===== src/rtl/ring_johnson_counter.sv =====
// rtl/ring_johnson_counter.sv - run-time selectable Johnson/ring shift counter
// with enable, direction, load, phase decode, wrap pulse and illegal-state recovery.
module ring_johnson_counter #(
  parameter  int WIDTH = 4,
  localparam int PW    = $clog2(2*WIDTH)
) (
  input  logic             clk_i,
  input  logic             rst_ni,
  input  logic             en_i,
  input  logic             mode_i,
  input  logic             dir_i,
  input  logic             load_i,
  input  logic [WIDTH-1:0] load_val_i,
  output logic [WIDTH-1:0] out_o,
  output logic [PW-1:0]    phase_o,
  output logic             wrap_o,
  output logic             illegal_o
);

  localparam logic [PW-1:0]    JPMAX   = PW'(2*WIDTH-1);
  localparam logic [PW-1:0]    RPMAX   = PW'(WIDTH-1);
  localparam logic [WIDTH-1:0] ONE     = WIDTH'(1);

  logic [WIDTH-1:0] out_q, out_d;
  logic             wrap_q, wrap_d;
  logic [WIDTH-1:0] out_inv;
  logic             legal_j, legal_r, illegal;
  logic [PW-1:0]    ones, ridx, phase_j, phase, pmax;

  always_comb begin
    ones = '0;
    ridx = '0;
    for (int i = 0; i < WIDTH; i++) begin
      ones = ones + PW'(out_q[i]);
      if (out_q[i]) ridx = PW'(i);
    end
  end

  // Johnson states are a low-aligned run of ones, or the complement of one.
  assign out_inv = ~out_q;
  assign legal_j = ((out_q & (out_q + ONE)) == '0) || ((out_inv & (out_inv + ONE)) == '0);
  assign legal_r = (out_q != '0) && ((out_q & (out_q - ONE)) == '0);
  assign illegal = mode_i ? ~legal_r : ~legal_j;

  assign phase_j = out_q[WIDTH-1] ? (JPMAX - ones + PW'(1)) : ones;
  assign phase   = illegal ? '0 : (mode_i ? ridx : phase_j);
  assign pmax    = mode_i ? RPMAX : JPMAX;

  always_comb begin
    out_d  = out_q;
    wrap_d = 1'b0;
    if (load_i) begin
      out_d = load_val_i;
    end else if (en_i && illegal) begin
      out_d = mode_i ? ONE : '0;
    end else if (en_i) begin
      if (!dir_i) begin
        out_d  = {out_q[WIDTH-2:0], mode_i ? out_q[WIDTH-1] : ~out_q[WIDTH-1]};
        wrap_d = (phase == pmax);
      end else begin
        out_d  = {mode_i ? out_q[0] : ~out_q[0], out_q[WIDTH-1:1]};
        wrap_d = (phase == '0);
      end
    end
  end

  always_ff @(posedge clk_i or negedge rst_ni) begin
    if (!rst_ni) begin
      out_q  <= '0;
      wrap_q <= 1'b0;
    end else begin
      out_q  <= out_d;
      wrap_q <= wrap_d;
    end
  end

  assign out_o     = out_q;
  assign phase_o   = phase;
  assign wrap_o    = wrap_q;
  assign illegal_o = illegal;

endmodule


===== config.mk =====
export PLATFORM = sky130hd
export DESIGN_NAME = ring_johnson_counter
export DESIGN_NICKNAME = d
export VERILOG_FILES = /design/src/rtl/ring_johnson_counter.sv
export SDC_FILE = /design/constraint.sdc
export NUM_CORES = 1
export LEC_CHECK = 0
export ABC_AREA = 1
export BUFFER_PORTS_ARGS = -buffer_cell sky130_fd_sc_hd__buf_2
export CAP_MARGIN = 20
export CORE_AREA = 2 2 39 41
export DETAILED_ROUTE_END_ITERATION = 10
export DIE_AREA = 0 0 41 43
export PLACE_DENSITY = 0.84
export SETUP_SLACK_MARGIN = 0.15
export SYNTH_ARGS = -nofsm -noshare
export SYNTH_HDL_FRONTEND = slang
export SYNTH_SLANG_ARGS = --single-unit

===== constraint.sdc =====
create_clock -name clk_i -period 7.2 [get_ports clk_i]
set_clock_uncertainty 0.1 [all_clocks]
set_input_delay 0.36 -clock clk_i [delete_from_list [all_inputs] [get_ports clk_i]]
set_output_delay 0.36 -clock clk_i [all_outputs]
set_load 0.02 [all_outputs]

# == Word-level counts from Yosys, hierarchy flattened ==
# Cells that the tools add are included.
# totals
regBits,5
# classes
addsub,8
n_eq_ne,1
n_mux,19
bitwise_logic,8
n_reduce_logical,9
# op_table
operator,n
4-bit two-way mux,4
3-bit two-way mux,5
4-bit bitwise AND,3
4-bit logical NOT,3
1-bit two-way mux,9
4-bit by 1-bit adder with 4-bit output (second input constant),2
1-bit NOT,4
4-bit NOT,1
4-bit nonzero test,1
4-bit by 1-bit subtractor with 4-bit output (second input constant),1
2-bit by 1-bit adder with 3-bit output,1
3-bit by 1-bit adder with 3-bit output,1
3-bit by 1-bit adder with 3-bit output (second input constant),1
3-bit equality test,1
3-bit logical NOT,1
3-bit nonzero test,1
3-bit subtractor (first input constant),1
1-bit by 1-bit adder with 2-bit output,1
1-bit logical AND,2
2-bit two-way mux,1
1-bit logical OR,1

# == Depth between registers and ports, before layout ==
# Gate-level depths: netlist of the first run.
# logic_depth
depth_word,13
ltp_mapped,16
mapped_depth_nobuf,15

# == Worst setup path before layout of the first run ==
# OpenSTA, ideal clock, no wires.
# synth_timing
path_kind,register to output
start,"reg out_q[0], in the netlist out_o[0]"
end,out phase_o[1]
arrival_time_ns,2.501
setup_slack_ns,4.239
path_stages_with_launch,14
n_path_buf,0
path_cell_list,dfrtp_1 > inv_1 > fa_1 > inv_1 > ha_1 > ha_1 > inv_1 > ha_1 > nor2_1 > a21oi_1 > o21ai_0 > inv_1 > nand2_1 > inv_1
# synth_between
elab_chain_len,8
# synth_lines
element,line,rtl
start: declaration,24,"logic [WIDTH-1:0] out_q, out_d;"
start signal: assignment,72,out_q <= out_d;
1-bit by 1-bit adder with 2-bit output or 4-bit NOT (tied branches),"34, 40",
2-bit by 1-bit adder with 3-bit output or 4-bit by 1-bit adder with 4-bit output (tied branches),"34, 41",
3-bit by 1-bit adder with 3-bit output or 4-bit bitwise AND (tied branches),"34, 41",
3-bit subtractor or 4-bit logical NOT (tied branches),"45, 41",
3-bit by 1-bit adder with 3-bit output or 1-bit logical OR (tied branches),"45, 41",
3-bit two-way mux or 1-bit NOT (tied branches),"45, 43",
3-bit two-way mux or 1-bit two-way mux (tied branches),"46, 43",
3-bit two-way mux *,46,assign phase = illegal ? '0 : (mode_i ? ridx : phase_j);
end: declaration,15,"output logic [PW-1:0] phase_o,"
# Every way passes the cells marked *; elsewhere a longest branch is shown, timed or not.

# == Worst setup path after layout of the first run ==
# Same ends and word-level chain as after synthesis.

==> results of run 1 <==
flip-flops by register name (all words and copies together) (netlist names):
name / cells
out_o: 4
wrap_o: 1
routing by layer:
layer	wire [um]	track usage [%]	share of wire [%]	vias to the layer above
met5	0	0	0	-
met4	34	14.00	2.3	0
met3	40	3.141	2.7	4
met2	744	30.00	51	16
met1	640	24.59	44	298
li1	-	-	-	343
cells in the mapped netlist, types with 2 or more instances:
cell type                  number
sky130_fd_sc_hd__a21oi_1        4
sky130_fd_sc_hd__a21oi_2        2
sky130_fd_sc_hd__a22oi_1        2
sky130_fd_sc_hd__dfrtp_1        5
sky130_fd_sc_hd__ha_1           7
sky130_fd_sc_hd__inv_1         17
sky130_fd_sc_hd__inv_2          2
sky130_fd_sc_hd__nand2_1       18
sky130_fd_sc_hd__nand2_2        2
sky130_fd_sc_hd__nand3_1        4
sky130_fd_sc_hd__nor2_1        12
sky130_fd_sc_hd__o21ai_0        8
sky130_fd_sc_hd__o221ai_1       2
power breakdown:
part / internal (mW) / switching [mW] / total (mW)
clock network: 0.0210 / 0.0131 / 0.0341
registers: 0.0310 / 0.00604 / 0.0370
logic: 0.0285 / 0.0506 / 0.0791
total: 0.0805 / 0.0697 / 0.150
worst register-to-register path: cells and delay by family, from the launching register on:
| kind | cells | cell delay [ps] |
|---|---|---|
| AOI/OAI and AO/OA | 3 | 340 |
| adders and majority gates | 4 | 1290 |
| buffers and inverters | 4 | 340 |
| DFF | 1 | 470 |
| and+or+nand+nor | 3 | 300 |
repair_timing:
item                      in CTS  in global routing
hold buffers                   1                  0
setup buffers                  0                  0
hold endpoints to repair       5                  0
worst max-delay path by stage:
stage | slack, ps | cells after the start | endpoint
final | 3820 | 14 | phase_o[1]
after global routing | 3590 | 14 | phase_o[1]
after CTS | 3800 | 14 | phase_o[1]
after detailed placement | 4080 | 14 | phase_o[1]
after global placement | 4130 | 14 | phase_o[1]
after floorplan | 4240 | 13 | phase_o[1]
kinds of logic after synthesis:
logic type                 after synthesis
adders and majority gates                8
buffers and inverters                   21
and+or+nand+nor                         37
DFF                                      5
xor gates and xnor gates                 2
AOI/OAI and AO/OA                       21
through the flow:
step                cells  hold slack, ps  util [%]  power [mW]  instance area (um2)
CTS                   131           252.7     54.52      0.1507                754.5
detailed placement    126           72.54     51.90      0.1156                718.2
global route          131           239.8     54.52      0.1639                754.5
floorplan              94          -35.59         -     0.09500                619.3
global placement      126           72.14     51.90      0.1137                718.2
finish                131           255.1     54.52      0.1502                754.5
area by class of cell:
| type | count | area [um2] |
|---|---|---|
| Timing Repair Buffer | 19 | 100.1 |
| Sequential cell | 5 | 125.1 |
| Tap cell | 16 | 20.02 |
| Multi-Input combinational cell | 68 | 411.6 |
| Fill cell | 136 | 629.4 |
| Clock buffer | 4 | 26.28 |
| Inverter | 19 | 71.32 |
==> flow_metrics.tcl, run 1 <==
set metrics [dict create \
    run_status "complete, no violations" \
    worst_hold_path.endpoint "out_o[1]" \
    yosysWarnings 0 \
    whs_path_depth 3 \
    cell_chain_of_the_critical_path "inv_1, fa_1, inv_1, ha_1, ha_1, inv_1, ha_1, nor2_1, a21oi_1, o21ai_0, inv_1, nand2_1, inv_1, buf_2" \
    rsz0062_at_grt "false" \
    grt_pass1_vias 572 \
    critPathRequiredTime_ps 6740 \
    r2r_end "wrap_o" \
    reg_to_reg_slack_setup_ps 4310 \
    remaining_drc_errors 0 \
    timing_hold_violations_final 0 \
    cts.root.buffer_cell "sky130_fd_sc_hd__clkbuf_4" \
    die-area_um2 1763 \
    final.period_utilization_pct 46.91 \
    yosys.area.top_type "sky130_fd_sc_hd__dfrtp_1" \
    final_nets 134 \
    setup_viol 0 \
    drv_slew 0 \
    clock_insertion_delay_worst_skew_ps 250 \
    synth.ff_latch_count 5 \
    worst-setup-path-type "reg2out" \
    tightestPinTransition_ps 311.9 \
    route.vias.total 661 \
    timing.max_slew.rel_slack_pct 79.21 \
    clkSlewWorstSetupHoldPaths_ps 50 \
    critical_path_end_type "output pin" \
    ant_nets 0 \
    yosys.area_share.adder_pct 17.37 \
    ir_worst_vdd_uv 79.96 \
    crit_path_top_delay_cell "sky130_fd_sc_hd__fa_1" \
    timing.hold.worst.class "in2reg" \
    syn_inst 94 \
    cts_made_buffers 3 \
    post_drt_wl_per_cell_um 11.14 \
    post_detailed_routing_wire_length_mm 1.459 \
    netlist-cell-type-count 22 \
    max_cap_violations 0 \
    cts.htree.levels 1 \
    synth-seq-area-share_pct 20.20 \
    hold_path_startpoint "load_val_i[1]" \
    cp.arrival_ps 2920 \
    grt_max_degree 11 \
    number_of_standard_cell_rows_in_the_floorplan 14 \
    antenna_found_initial 0 \
    floorplan.initialDensity_pct 44.76 \
    cts_resized 0 \
    largest_family_of_logic_cells_by_synthesized_area "simple AND/OR/NAND/NOR gates" \
    post_detailed_placement_half_perimeter_wirelength_mm 1.122 \
    critical-path-max-stage-delay_ps 560 \
    ys_top_cells_by_area "sky130_fd_sc_hd__dfrtp_1 20%, sky130_fd_sc_hd__ha_1 14%, sky130_fd_sc_hd__nand2_1 11%" \
    core_area_um2 1384 \
    firstDrtPassIters 4 \
    area_delta_synth_final_pct 21.82 \
    dpl_worst_slack_ps 4076 \
    chipHeight_um 43 \
    design.portCount 19 \
    synth_net_count 112 \
    cts_max_path_buffers 2 \
    min_period_ps 3378 \
    crit_start "out_o[0]" \
    critPathTopFamily "adder cells" \
    achievable-frequency_mhz 296.1 \
    die_wd_um 41 \
    synth_mux_area_share_pct 0 \
    place.gp.congestion 0.8146 \
    critical_path.reg2reg.startpoint "out_o[0]" \
    number_of_sinks_handled_by_clock_tree_synthesis 5 \
    drive_gt1_share_pct 24.35 \
    timing.critical_path.fanout_max 7 \
    synth_area_in_compound_gates_pct 21.01 \
    count_of_buffer_and_inverter_cells_on_the_critical_path 6 \
    yosysTopAreaCellShare_pct 20.20 \
    synth_enable_flop_cells 0 \
    route.detailed.vias_per_inst 5.046 \
    crit_path_start_kind "flop" \
    initialDrtViolationCount 22 \
    synth_xor_xnor_area_share_pct 2.828 \
    cp_common_cell "sky130_fd_sc_hd__inv_1" \
    num_antenna_cells 0 \
    syn_area_per_cell_um2 6.589 \
    setup_tns_ps 0 \
    synth-main-ff-cell "sky130_fd_sc_hd__dfrtp_1" \
    grt_first_pass_wirelength_mm 2.332 \
    post_layout_worst_setup_margin_ps 3822 \
    grt_usage_pct 20.00 \
    place.port_buffers 18 \
    rr_worst_depth 14 \
    layout_common_cells "18 x sky130_fd_sc_hd__nand2_1, 18 x sky130_fd_sc_hd__buf_2, 17 x sky130_fd_sc_hd__inv_1" \
    synth_cell_area_um2 619.3 \
    leakage_nw 0.4491 \
    power.density_cell_area_nw_per_um2 199.1 \
    synth_simple_gate_area_share_pct 25.25 \
    tritoncts_clock_tree "built" \
    async_reset_ff_share_pct 100.0 \
    grt-ovfl-total 0 \
]
(Power assumes the default switching activity.)
==> run 2, diff against run 1 <==
--- a/config.mk
+++ b/config.mk
@@ -5,13 +5,13 @@
 export SDC_FILE = /design/constraint.sdc
 export NUM_CORES = 1
 export LEC_CHECK = 0
-export ABC_AREA = 1
+export ABC_AREA = 0
 export BUFFER_PORTS_ARGS = -buffer_cell sky130_fd_sc_hd__buf_2
 export CAP_MARGIN = 20
-export CORE_AREA = 2 2 39 41
+export CORE_MARGIN = 2
+export CORE_UTILIZATION = 50
 export DETAILED_ROUTE_END_ITERATION = 10
-export DIE_AREA = 0 0 41 43
-export PLACE_DENSITY = 0.84
+export PLACE_DENSITY = 0.88
 export SETUP_SLACK_MARGIN = 0.15
 export SYNTH_ARGS = -nofsm -noshare
 export SYNTH_HDL_FRONTEND = slang
==> constraint.sdc (replaced) <==
create_clock -name clk_i -period 3.2 [get_ports clk_i]
set_clock_uncertainty 0.1 [all_clocks]
set_input_delay 0.16 -clock clk_i [delete_from_list [all_inputs] [get_ports clk_i]]
set_output_delay 0.16 -clock clk_i [all_outputs]
set_load 0.02 [all_outputs]
==> flow_metrics.tcl, run 2 <==
set metrics [dict create \
    tritoncts_clock_tree "built" \
    power.density_cell_area_nw_per_um2 472.2 \
    place.port_buffers 18 \
    yosysWarnings 0 \
    synth-main-ff-cell "sky130_fd_sc_hd__dfrtp_1" \
    yosys.area.top_type "sky130_fd_sc_hd__dfrtp_1" \
    final.period_utilization_pct 88.45 \
    post-route-cell-area_um2 817.0 \
    grt-ovfl-total 0 \
    floorplan.initialDensity_pct 53.46 \
    cts_max_path_buffers 2 \
    layout_common_cells "18 x sky130_fd_sc_hd__buf_2, 9 x sky130_fd_sc_hd__inv_1, 7 x sky130_fd_sc_hd__nor2_1, 7 x sky130_fd_sc_hd__ha_1, 6 x sky130_fd_sc_hd__a21oi_1" \
    synth_cell_area_um2 686.9 \
    post_detailed_placement_half_perimeter_wirelength_mm 1.253 \
    tightestPinTransition_ps 497.1 \
    critical_path.reg2reg.startpoint "out_o[0]" \
    timing.max_slew.rel_slack_pct 66.01 \
    synth.ff_latch_count 5 \
    yosysTopAreaCellShare_pct 18.21 \
    hold_path_startpoint "load_val_i[2]" \
    largest_reg_flops 4 \
    initialDrtViolationCount 16 \
    timing_hold_violations_final 0 \
    die_wd_um 41.07 \
    dpl_worst_slack_ps 584.2 \
    async_reset_ff_share_pct 100.0 \
    final_nets 123 \
    worst-setup-path-type "reg2out" \
    synth.top_cells.by_count "9 x sky130_fd_sc_hd__inv_1, 7 x sky130_fd_sc_hd__ha_1, 7 x sky130_fd_sc_hd__nor2_1" \
    leakage_nw 0.4035 \
    worst_hold_slack_ps 38.11 \
    drive_gt1_share_pct 29.81 \
    grt_max_degree 15 \
    die-area_um2 1686 \
    crit_path_start_kind "flop" \
    number_of_sinks_handled_by_clock_tree_synthesis 5 \
    timing.critical_path.fanout_max 4 \
    grt_pass1_vias 605 \
    synth_enable_flop_cells 0 \
    synth_net_count 101 \
    firstDrtPassIters 4 \
    num_antenna_cells 0 \
    cts.root.buffer_cell "sky130_fd_sc_hd__clkbuf_4" \
    timing.hold.worst.class "in2reg" \
    count_leader_synth "sky130_fd_sc_hd__inv_1" \
    cts_made_buffers 3 \
    place.gp.congestion 0.8152 \
    post_drt_wl_per_cell_um 14.21 \
    remaining_drc_errors 0 \
    critical_path_end_type "output pin" \
    design.portCount 19 \
    achievable-frequency_mhz 353.3 \
    commonest_non_fill_non_tap_cell_in_the_layout "sky130_fd_sc_hd__buf_2" \
    rr_worst_depth 11 \
    grt_first_pass_wirelength_mm 2.546 \
    core_area_um2 1285 \
    post-cts-setup-buffers 0 \
    syn_area_per_cell_um2 8.276 \
    clkSlewWorstSetupHoldPaths_ps 50 \
    ir_worst_vdd_uv 299.2 \
    chipHeight_um 41.07 \
    clock_insertion_delay_worst_skew_ps 240 \
    route.vias.total 690 \
    setup_tns_ps 0 \
    detailed_place.area_um2 780.7 \
    setup_viol 0 \
    post_detailed_routing_wire_length_mm 1.691 \
    post_layout_worst_setup_margin_ps 369.6 \
    ys_top_cells_by_area "sky130_fd_sc_hd__dfrtp_1 18%, sky130_fd_sc_hd__ha_1 13%, sky130_fd_sc_hd__inv_1 4.9%" \
    ant_nets 0 \
    area_delta_synth_final_pct 18.94 \
    crit_start "out_o[0]" \
    syn_inst 83 \
    grt_usage_pct 22.62 \
    cp.arrival_ps 2570 \
    number_of_standard_cell_rows_in_the_floorplan 13 \
    critPathRequiredTime_ps 2940 \
    max_cap_violations 0 \
    synth-seq-area-share_pct 18.21 \
    route.detailed.vias_per_inst 5.798 \
    run_status "complete, no violations" \
    whs_path_depth 3 \
    cts.htree.levels 1 \
    netlist-cell-type-count 37 \
    antenna_found_initial 0 \
    drv_slew 0 \
    rsz0062_at_grt "false" \
    min_period_ps 2830 \
]
run 2: path summary, 6_finish.rpt:
path | slack, ps | endpoint
max in group asynchronous | 2670 | out_o[1]
worst min register to register | 650 | out_o[0]
worst max-delay path | 370 | phase_o[2]
min in group asynchronous | 190 | wrap_o
worst min-delay path | 40 | out_o[2]
worst max register to register | 540 | wrap_o
run 2: where the power goes:
group | internal, mW | total [mW] | switching (mW)
clock | 0.0473 | 0.0747 | 0.0275
combinational | 0.0940 | 0.233 | 0.139
sequential | 0.0702 | 0.0776 | 0.00738
total | 0.212 | 0.386 | 0.174
run 2: through the flow:
| step | std cells | power, mW | utilization, % |
|---|---|---|---|
| floorplan | 83 | 0.2542 | - |
| global placement | 114 | 0.3030 | 60.76 |
| detailed placement | 114 | 0.3102 | 60.76 |
| CTS | 119 | 0.3881 | 63.58 |
| global route | 119 | 0.4189 | 63.58 |
| finish | 119 | 0.3858 | 63.58 |
run 2: critical path: stages, from the launching register on:
cell and delay, ps:
sky130_fd_sc_hd__dfrtp_1 330, sky130_fd_sc_hd__inv_1 100, sky130_fd_sc_hd__fa_1 550, sky130_fd_sc_hd__inv_1 40, sky130_fd_sc_hd__ha_1 170, sky130_fd_sc_hd__ha_1 280
sky130_fd_sc_hd__inv_1 50, sky130_fd_sc_hd__ha_1 180, sky130_fd_sc_hd__nor2b_1 130, sky130_fd_sc_hd__xnor2_1 100, sky130_fd_sc_hd__a21oi_1 180, sky130_fd_sc_hd__buf_2 210
run 2: cell type report:
type	count	area, um2
Clock buffer	4	26.28
Multi-Input combinational cell	63	486.7
Fill cell	119	467.9
Timing Repair Buffer	22	122.6
Tap cell	15	18.77
Inverter	10	37.54
Sequential cell	5	125.1
run 2: timing repair:
item,4_1_cts,5_1_grt
hold buffers,1,0
endpoints found under the hold margin,5,0
gates resized for setup,0,0
run 2: layer usage:
metal / global-route usage (%) / share of wire (%) / up-vias
li1: - / - / 338
met1: 27.18 / 42 / 326
met2: 40.23 / 53 / 26
met3: 5.978 / 5.3 / 0
met4: 3.333 / 0 / 0
met5: 0 / 0 / -
run 2: cells by family (layout without fill, tap and decap cells):
family	Yosys count	count (layout)	share of synthesized area, %
AOI/OAI and AO/OA	21	21	24.05
and+or+nand+nor	27	27	21.32
xor gates and xnor gates	3	3	3.826
DFF	5	5	18.21
muxes	4	4	6.011
adders and majority gates	8	8	15.66
buffers and inverters	15	36	10.93
